--- src/rtl/regalu_seq_pkg.sv ---
// Shared types and instruction-field layout for the register/ALU sequencer.
package regalu_seq_pkg;

  localparam int OP_W  = 3;
  localparam int REG_W = 4;

  localparam int OP_MSB  = 15;
  localparam int OP_LSB  = 13;
  localparam int WEN_BIT = 12;
  localparam int RD_MSB  = 11;
  localparam int RD_LSB  = 8;
  localparam int RS1_MSB = 7;
  localparam int RS1_LSB = 4;
  localparam int RS2_MSB = 3;
  localparam int RS2_LSB = 0;

  typedef enum logic [1:0] {
    ST_IDLE = 2'd0,
    ST_EXEC = 2'd1,
    ST_WB   = 2'd2
  } state_t;

endpackage

--- src/rtl/regalu_seq_rr_arb2.sv ---
// Two-way round-robin arbiter: a lone requester always wins, a tie goes to
// the requester that was not served last.
module rr_arb2 (
  input  logic       valid0,
  input  logic       valid1,
  input  logic       last,
  output logic [1:0] grant
);

  assign grant[0] = valid0 & (~valid1 | last);
  assign grant[1] = valid1 & (~valid0 | ~last);

endmodule

--- src/rtl/regalu_seq.sv ---
// Sequences one instruction at a time from two requesters through an external
// register-file/ALU datapath: IDLE -> EXEC (read/compute) -> WB (write/respond).
module regalu_seq
  import regalu_seq_pkg::*;
#(
  parameter int DATA_W  = 32,
  parameter int INSTR_W = 16
) (
  input  logic               clk,
  input  logic               rst,
  input  logic               req0_valid,
  output logic               req0_ready,
  input  logic [INSTR_W-1:0] req0_instr,
  input  logic               req1_valid,
  output logic               req1_ready,
  input  logic [INSTR_W-1:0] req1_instr,
  output logic               rsp_valid,
  output logic               rsp_id,
  output logic [DATA_W-1:0]  rsp_result,
  output logic               rsp_zero,
  output logic               busy,
  output logic [REG_W-1:0]   dp_read_reg1,
  output logic [REG_W-1:0]   dp_read_reg2,
  output logic [REG_W-1:0]   dp_write_reg,
  output logic [OP_W-1:0]    dp_alu_ctrl,
  output logic               dp_reg_write,
  input  logic [DATA_W-1:0]  dp_result,
  input  logic               dp_zero
);

  state_t               state_q, state_d;
  logic                 last_q;
  logic [INSTR_W-1:0]   instr_q;
  logic                 id_q;
  logic [DATA_W-1:0]    result_q;
  logic                 zero_q;
  logic [1:0]           grant;
  logic                 idle;
  logic                 accept;

  rr_arb2 u_arb (
    .valid0 (req0_valid),
    .valid1 (req1_valid),
    .last   (last_q),
    .grant  (grant)
  );

  assign idle       = (state_q == ST_IDLE);
  assign accept     = idle & (grant != 2'b00);
  assign req0_ready = idle & grant[0];
  assign req1_ready = idle & grant[1];

  always_ff @(posedge clk or posedge rst) begin
    if (rst) state_q <= ST_IDLE;
    else     state_q <= state_d;
  end

  always_comb begin
    state_d = state_q;
    unique case (state_q)
      ST_IDLE: if (accept) state_d = ST_EXEC;
      ST_EXEC: state_d = ST_WB;
      ST_WB:   state_d = ST_IDLE;
      default: state_d = ST_IDLE;
    endcase
  end

  // Instruction latch at accept; datapath result capture on the EXEC exit edge.
  always_ff @(posedge clk or posedge rst) begin
    if (rst) begin
      last_q   <= 1'b1;
      instr_q  <= '0;
      id_q     <= 1'b0;
      result_q <= '0;
      zero_q   <= 1'b0;
    end else begin
      if (accept) begin
        instr_q <= grant[1] ? req1_instr : req0_instr;
        id_q    <= grant[1];
        last_q  <= grant[1];
      end
      if (state_q == ST_EXEC) begin
        result_q <= dp_result;
        zero_q   <= dp_zero;
      end
    end
  end

  // All datapath controls decode from registered state only, so a reset
  // removes them combinationally and no input can glitch the write enable.
  always_comb begin
    dp_read_reg1 = '0;
    dp_read_reg2 = '0;
    dp_write_reg = '0;
    dp_alu_ctrl  = '0;
    dp_reg_write = 1'b0;
    if (!idle) begin
      dp_read_reg1 = instr_q[RS1_MSB:RS1_LSB];
      dp_read_reg2 = instr_q[RS2_MSB:RS2_LSB];
      dp_write_reg = instr_q[RD_MSB:RD_LSB];
      dp_alu_ctrl  = instr_q[OP_MSB:OP_LSB];
      dp_reg_write = (state_q == ST_WB) & instr_q[WEN_BIT];
    end
  end

  assign rsp_valid  = (state_q == ST_WB);
  assign rsp_id     = id_q;
  assign rsp_result = result_q;
  assign rsp_zero   = zero_q;
  assign busy       = !idle;

endmodule

--- config.mk ---
export PLATFORM = sky130hd
export DESIGN_NAME = regalu_seq
export DESIGN_NICKNAME = d
export VERILOG_FILES = /design/src/rtl/regalu_seq_pkg.sv /design/src/rtl/regalu_seq_rr_arb2.sv /design/src/rtl/regalu_seq.sv
export SDC_FILE = /design/constraint.sdc
export NUM_CORES = 1
export LEC_CHECK = 0
export ABC_AREA = 0
export ABC_CLOCK_PERIOD_IN_PS = 2200
export BUFFER_PORTS_ARGS = -buffer_cell sky130_fd_sc_hd__buf_2
export CAP_MARGIN = 25
export CORE_MARGIN = 3
export CORE_UTILIZATION = 45
export CTS_BUF_LIST = sky130_fd_sc_hd__clkbuf_8
export DETAILED_ROUTE_END_ITERATION = 10
export GPL_TIMING_DRIVEN = 0
export MAX_ROUTING_LAYER = met4
export PLACE_DENSITY_LB_ADDON = 0.15
export SYNTH_ARGS = -nofsm -noshare
export SYNTH_HDL_FRONTEND = slang
export SYNTH_SLANG_ARGS = --single-unit
--- constraint.sdc ---
create_clock -name clk -period 2.2 [get_ports clk]
set_input_delay 0.55 -clock clk [delete_from_list [all_inputs] [get_ports clk]]
set_output_delay 0.55 -clock clk [all_outputs]
set_load 0.05 [all_outputs]
==> results of run 1 <==
[per-layer routing]
layer	GRT usage, %	vias up	routed length, um
met5	-	-	0
met2	27.9	84	2490
met3	4.93	9	392
met1	22.4	877	2270
met4	5.59	0	70
li1	-	928	-
[kinds of logic after synthesis]
| logic type | count (synthesis) | share of synthesized area [%] |
|---|---|---|
| AOI/OAI and AO/OA | 36 | 11.5 |
| buffers and inverters | 17 | 4.47 |
| DFF | 53 | 56.4 |
| muxes | 33 | 15.8 |
| and+or+nand+nor | 58 | 11.9 |
[stage by stage]
stage	std cells	hold WS, ns	utilization (%)
final	395	0.298	65.0
after detailed placement	387	0.488	63.0
after floorplan	197	0.507	-
after global placement	386	0.481	62.6
after CTS	395	0.312	64.9
after global routing	395	0.339	65.0
[synth_stat cells]
cell type	number	share of area (%)
buf_12	1	0.85
a31oi_1	7	1.9
a21o_1	1	0.32
clkbuf_1	5	0.80
inv_1	3	0.48
buf_4	1	0.32
a21bo_2	1	0.43
nor3_1	1	0.21
and3_1	1	0.27
buf_6	2	0.96
nand2_1	33	5.3
nand2b_1	2	0.53
and2_4	1	0.37
nor2_1	1	0.16
dfrtp_1	52	55
a21oi_1	17	3.6
nor2b_1	16	4.3
nor2_2	1	0.27
buf_2	5	1.1
a31oi_2	9	4.8
mux2_2	33	16
and2_1	1	0.27
a21boi_2	1	0.48
or2_1	1	0.27
dfstp_2	1	1.1
[layout by cell type (no fill, tap or decap), drive strengths merged]
master	count
buf	132
dfrtp	52
nand2	33
mux2	33
a21oi	17
nor2b	16
a31oi	16
clkbuf	10
inv	5
nand2b	2
nor2	2
and2	2
a21bo	1
or2	1
a21boi	1
and3	1
nor3	1
a21o	1
clkinvlp	1
dfstp	1
[registers in the layout, indices dropped and copies added (netlist names)]
register	cells
instr_q	16
rsp_id	1
last_q	1
rsp_result	32
state_q	2
rsp_zero	1
[layout make-up]
type	instances	area, um^2	area share (%)
clock inverter	3	15.0	0.474
tap	67	83.8	2.64
multi-input combinational	127	933	29.4
buffer	14	100	3.16
clock buffer	5	68.8	2.17
inverter	3	11.3	0.355
sequential	53	1330	41.9
timing repair buffer	123	631	19.9
[critical path, stage by stage, from the launching register on]
cell and delay, ns:
dfrtp_1 0.45, nor2_4 0.23, clkbuf_2 0.27, nor2b_1 0.07
buf_2 0.21
[worst max-delay path by stage]
stage,from,end,cells after the start
finish,state_q[0],dp_alu_ctrl[0],4
global placement,rst,instr_q[13],2
floorplan,req1_valid,req1_ready,3
CTS,state_q[0],dp_read_reg1[0],4
global route,state_q[0],dp_alu_ctrl[0],4
detailed placement,req1_valid,req1_ready,5
[timing repair]
action,in CTS,in global routing
gates resized for setup,4,2
cloned,0,0
setup endpoints to repair,13,10
==> summary.txt, run 1 <==
Timing
  – Final setup margin: 0.116 ns
  – Rel. slew slack: 61.9%
  – RSZ-0062 raised after global routing: false
  – Final period util: 94.7%
  – Final Max Tran Viols: 0
  – Setup TNS: 0 ns
  – Setup Skew: 0.00452 ns
  – Final Hold Fails: 0
  – Setup Viol. Count Final: 0
  – Minimum clock period: 2.08 ns
  – Worst-margin pin slew: 0.570 ns
  – Fmax: 480 MHz

CTS
  – CTS Buffer Depth: 2
  – H-tree depth: 2
  – Clock slew seen by the registers of the worst setup and hold paths: 0.09 ns
  – CTS tree: done
  – Hold Buf Count CTS: 0
  – Clock Sinks: 53
  – Clock tree root driver cell: clkbuf_8
  – Post-CTS Setup Bufs: 0
  – CTS Buf Count: 5
  – Clock latency on the worst-skew pair: 0.30 ns

Setup path
  – Worst reg2reg endpoint: instr_q[1]
  – R2R Path Start: last_q
  – CP Class: reg2out
  – Worst r2r path cells: 5
  – Worst Setup End Kind: output port
  – Worst Path Required: 1.65 ns
  – Worst EP arrival: 1.53 ns
  – R2R Setup Slk: 0.64 ns
  – Worst Setup Start Kind: flip-flop
  – Maximum fanout along the worst path: 10

Floorplan
  – Initial Util: 48.2%
  – Overall die area: 0.00613 mm^2
  – Num ports: 123
  – Horiz. Die Dim: 78.3 um
  – Num rows: 25
  – Core ar.: 0.00488 mm^2
  – Die height: 78.3 um

Yosys
  – Net Count, Synth: 266
  – Post-Syn Area: 0.00235 mm^2
  – Register area share after synthesis: 56.4%
  – Avg Inst Size Synth: 11.9 um^2
  – Synth warn: 0
  – Synth cell types: 25
  – Syn Inst Count: 197
  – Yosys reg bits: 53

Finish
  – Proportion of layout cells with a drive suffix above 1: 58.2%
  – Synthesis-to-layout area growth: 34.7%
  – Layout fillers: 418
  – ANT cells: 0
  – Final instance area: 0.00317 mm^2
  – NumNets Final: 396

Run status
  – Outcome: completed

GRT
  – Largest net degree at the start of global routing: 29
  – Initial antenna violation count: 0
  – First-pass GRT wire length: 8340 um
  – Vias in the first global route: 1802
  – All-layer global routing usage: 17.7%
  – GR Overflow Total: 0

Route
  – Final ANT Viol Nets: 0
  – Vias/cell: 4.81
  – DRT Pass-1 Iters: 4
  – DR WL/cell: 13.2 um
  – First DRT Iteration DRCs: 74
  – Vias post-DR: 1898
  – Drc violations: 0
  – Total wire length: 5230 um

Placed design
  – Placer Congestion: 0.769
  – Placed Area: 0.00308 mm^2
  – Post-DP HPWL: 4070 um
  – Place WS: 0.131 ns
  – Port buffer count: 122

Hold path
  – Worst hold path class: in2async

Flow run
  – MaxCap Viol Count: 0
Power of run 1 is not shown: default switching activity piles up to over one toggle a cycle in this logic, so the estimate is an artifact.
==> run 2: changes to the inputs <==
--- a/config.mk
+++ b/config.mk
@@ -9,8 +9,8 @@
 export ABC_CLOCK_PERIOD_IN_PS = 2200
 export BUFFER_PORTS_ARGS = -buffer_cell sky130_fd_sc_hd__buf_2
 export CAP_MARGIN = 25
-export CORE_MARGIN = 3
-export CORE_UTILIZATION = 45
+export CORE_MARGIN = 5
+export CORE_UTILIZATION = 29
 export CTS_BUF_LIST = sky130_fd_sc_hd__clkbuf_8
 export DETAILED_ROUTE_END_ITERATION = 10
 export GPL_TIMING_DRIVEN = 0
==> run 2 against run 1 <==
Sequential share of layout area fell by 0.57 points. Register-to-register slack got worse by 0.08 ns. Wire length rose by 17%. First-iteration DRC count rose by 23%. Critical path type unchanged. Fmax fell by 1.4%. Flip-flop and latch count did not move.
==> summary.txt, run 2 (synthesis results as in run 1) <==
Route
  – DRT Pass-1 Iters: 4
  – Vias/cell: 4.40
  – First DRT Iteration DRCs: 91
  – Final ANT Viol Nets: 0
  – Drc violations: 0
  – DR WL/cell: 14.2 um
  – Total wire length: 6100 um
  – Vias post-DR: 1893

CTS
  – CTS Buf Count: 5
  – H-tree depth: 2
  – Clock slew seen by the registers of the worst setup and hold paths: 0.10 ns
  – CTS Buffer Depth: 2
  – Clock latency on the worst-skew pair: 0.31 ns
  – CTS tree: done
  – Clock Sinks: 53
  – Clock tree root driver cell: clkbuf_8

GRT
  – First-pass GRT wire length: 9750 um
  – GR Overflow Total: 0
  – All-layer global routing usage: 12.6%
  – Vias in the first global route: 1973
  – Largest net degree at the start of global routing: 29
  – Initial antenna violation count: 0

Timing
  – Final period util: 96.0%
  – Minimum clock period: 2.11 ns
  – Worst-margin pin slew: 0.616 ns
  – Final Hold Fails: 0
  – Final setup margin: 0.0874 ns
  – Fmax: 473 MHz
  – Setup Skew: 0.0119 ns
  – Rel. slew slack: 58.9%
  – Setup Viol. Count Final: 0
  – RSZ-0062 raised after global routing: true
  – Final Max Tran Viols: 0

Setup path
  – Worst Setup End Kind: output port
  – Worst Path Required: 1.65 ns
  – R2R Path Start: last_q
  – CP Class: reg2out
  – Worst reg2reg endpoint: instr_q[3]
  – Worst r2r path cells: 5
  – Worst Setup Start Kind: flip-flop
  – R2R Setup Slk: 0.56 ns
  – Maximum fanout along the worst path: 10
  – Worst EP arrival: 1.56 ns

Finish
  – Layout fillers: 805
  – NumNets Final: 396
  – Synthesis-to-layout area growth: 36.6%
  – Max reg flops: 32
  – Proportion of layout cells with a drive suffix above 1: 58.2%
  – ANT cells: 0
  – Area of the multi-input gates: 933 um^2
  – Most frequent cells in the layout: buf_2 (129), dfrtp_1 (52), nand2_1 (33), mux2_2 (33), a21oi_1 (17)
  – Final core utilization: 41.2%
  – FF/Latch Area: 0.00133 mm^2
  – Final instance area: 0.00321 mm^2
  – Commonest non-fill, non-tap cell in the layout: buf_2

Floorplan
  – Initial Util: 30.1%
  – Num ports: 123
  – Horiz. Die Dim: 100 um
  – Overall die area: 0.0100 mm^2
  – Num rows: 32
  – Core ar.: 0.00781 mm^2
  – Die height: 100 um

Placed design
  – Place WS: 0.0888 ns
  – Placer Congestion: 0.730
  – Post-DP HPWL: 4700 um
  – Placed Area: 0.00312 mm^2
  – Port buffer count: 122

Hold path
  – Worst hold path class: in2async

Run status
  – Outcome: completed

Flow run
  – MaxCap Viol Count: 0
## run 2: critical path, cell delays in order, from the launching register on
cell and delay (ns):
dfrtp_1 0.46, nor2_4 0.24, buf_2 0.27, nor2b_1 0.08
buf_2 0.21
## run 2: worst max path at each step
stage                    start               to  slack, ns  depth (start not counted)
CTS                 state_q[0]  dp_read_reg1[0]       0.02                          4
floorplan           req1_valid       req1_ready       0.12                          3
global route        state_q[0]   dp_alu_ctrl[0]     -0.005                          4
detailed placement  state_q[0]  dp_read_reg1[0]       0.09                          4
finish              state_q[0]   dp_alu_ctrl[0]       0.09                          4
global placement           rst      instr_q[15]      -0.49                          2
## run 2: repair_timing
action,4_1_cts,5_1_grt
endpoints found under the setup margin,14,13
buffers inserted,0,0
hold buffers,0,0
gates resized for setup,4,4
## run 2: cell type report
class | instances | share of cell area, %
Buffer | 14 | 3.11
Timing Repair Buffer | 123 | 19.6
Clock buffer | 5 | 2.14
Clock inverter | 3 | 0.467
Sequential cell | 53 | 41.3
Inverter | 3 | 0.350
Tap cell | 102 | 3.97
Multi-Input combinational cell | 127 | 29.0
## run 2: stage by stage
stage	std cells	setup TNS (ns)	hold WS (ns)
after CTS	430	0	0.324
after detailed placement	422	0	0.488
final	430	0	0.309
after global placement	421	-25.46	0.481
after floorplan	197	0	0.507
after global routing	430	-0.00498	0.358
## run 2: per-layer routing
metal  up-vias  share of wire (%)  global-route usage (%)
met3         6                5.9                    2.64
met2        54                 51                    21.5
met4         0                1.4                    4.04
li1        933                  -                       -
met5         -                  0                       -
met1       900                 41                    14.9
Power of run 2 is left out for the same reason.
==> run 3: changes to the inputs <==
--- a/config.mk
+++ b/config.mk
@@ -10,12 +10,12 @@
 export BUFFER_PORTS_ARGS = -buffer_cell sky130_fd_sc_hd__buf_2
 export CAP_MARGIN = 25
 export CORE_MARGIN = 5
-export CORE_UTILIZATION = 29
+export CORE_UTILIZATION = 46
 export CTS_BUF_LIST = sky130_fd_sc_hd__clkbuf_8
 export DETAILED_ROUTE_END_ITERATION = 10
-export GPL_TIMING_DRIVEN = 0
 export MAX_ROUTING_LAYER = met4
 export PLACE_DENSITY_LB_ADDON = 0.15
 export SYNTH_ARGS = -nofsm -noshare
 export SYNTH_HDL_FRONTEND = slang
 export SYNTH_SLANG_ARGS = --single-unit
+export TNS_END_PERCENT = 10
==> run 3 against run 2 <==
Core utilization rose by 21 points. Wire length shrank 7.6%. Hold slack worse by 0.024 ns. Clock-buffer cell count up 1. Non-clock buffer count down 8.
==> summary.txt, run 3 (synthesis results as in run 1) <==
Finish
  – Most frequent cells in the layout: buf_2 (122), dfrtp_1 (52), nand2_1 (33), mux2_2 (33), a21oi_1 (17)
  – FF/Latch Area: 0.00133 mm^2
  – Final Non-Filler Cells: 389
  – ANT cells: 0
  – Layout fillers: 446
  – NumNets Final: 388
  – Synthesis-to-layout area growth: 33.1%
  – Commonest non-fill, non-tap cell in the layout: buf_2
  – Area of the multi-input gates: 931 um^2
  – Max reg flops: 32
  – Final instance area: 0.00313 mm^2
  – Proportion of layout cells with a drive suffix above 1: 57.7%

Setup path
  – Worst Path Required: 1.65 ns
  – Maximum fanout along the worst path: 7
  – Worst Setup End Kind: output port
  – CP Class: reg2out
  – Worst Setup Start Kind: flip-flop
  – Worst EP arrival: 1.45 ns

GRT
  – Met2 usage: 30.1%
  – Initial antenna violation count: 0
  – Largest net degree at the start of global routing: 35
  – GR peak layer: met2
  – GRT met3 Usage: 5.15%
  – All-layer global routing usage: 18.8%
  – Grt met1 use: 23.4%
  – GR Overflow Total: 0
  – First-pass GRT wire length: 9340 um
  – Vias in the first global route: 1930

Route
  – Vias post-DR: 1867
  – DRT Pass-1 Iters: 4
  – DR WL/cell: 14.5 um
  – Vias/cell: 4.80
  – Total wire length: 5630 um
  – Drc violations: 0
  – First DRT Iteration DRCs: 91
  – Final ANT Viol Nets: 0

Placed design
  – Cell total after placement: 382
  – Port buffer count: 122
  – Place WS: 0.320 ns
  – Placed Area: 0.00304 mm^2
  – Post-DP HPWL: 4350 um
  – Placer Congestion: 0.791

Floorplan
  – Initial Util: 46.7%
  – Num ports: 123
  – Overall die area: 0.00665 mm^2
  – Horiz. Die Dim: 81.5 um
  – Core ar.: 0.00504 mm^2
  – Die height: 81.5 um
  – Num rows: 26

CTS
  – Clock latency on the worst-skew pair: 0.29 ns
  – Hold Buf Count CTS: 0
  – Clock Sinks: 53
  – Clock tree root driver cell: clkbuf_8
  – Post-CTS Setup Bufs: 0
  – H-tree depth: 2
  – CTS Buffer Depth: 2
  – CTS Buf Count: 5
  – # resized after CTS: 0
  – CTS tree: done
  – Clock slew seen by the registers of the worst setup and hold paths: 0.09 ns

Timing
  – Worst hold margin: 0.285 ns
  – Setup Viol. Count Final: 0
  – Worst-margin pin slew: 0.532 ns
  – Fmax: 499 MHz
  – Setup Skew: 0.00261 ns
  – Rel. slew slack: 64.5%
  – Final Hold Fails: 0
  – Final period util: 91.1%
  – RSZ-0062 raised after global routing: false
  – Final Max Tran Viols: 0
  – Minimum clock period: 2.00 ns
  – Final setup margin: 0.196 ns

Hold path
  – Worst hold path class: in2async

Run status
  – Outcome: completed

Flow run
  – MaxCap Viol Count: 0
==> run 3: final timing paths <==
path                                start              to  slack, ns  cells past startpoint
hold reg to reg            rsp_result[22]  rsp_result[22]       0.50                      1
setup / recovery               state_q[0]      req0_ready       0.20                      3
setup reg to reg               state_q[1]   rsp_result[4]       0.73                      3
hold / removal                        rst  rsp_result[24]       0.28                      2
max in group asynchronous             rst   rsp_result[8]       1.38                      3
min in group clk            dp_result[22]  rsp_result[22]       0.48                      2
==> run 3: layout make-up <==
cell class	instances	area share [%]
timing repair buffer	129	22.0
clock buffer	6	2.64
tap	70	2.80
inverter	3	0.360
multi-input combinational	127	29.7
clock inverter	1	0.120
sequential	53	42.4
==> run 3: critical path, cell delays in order, from the launching register on <==
cell,delay [ns]
dfrtp_1,0.45
nor2_4,0.24
and3_1,0.21
buf_2,0.26
==> run 3: metal layers <==
| metal | wire (um) | vias to the layer above |
|---|---|---|
| met4 | 81 | 0 |
| met2 | 2790 | 71 |
| met5 | 0 | - |
| met3 | 437 | 8 |
| met1 | 2330 | 880 |
| li1 | - | 908 |
==> run 3: stage by stage <==
stage | setup TNS, ns | util [%]
finish | 0 | 62.1
global route | 0 | 62.1
CTS | 0 | 62.0
detailed placement | 0 | 60.3
global placement | 0 | 60.3
floorplan | -0.0259 | -
Power of run 3 is left out for the same reason.
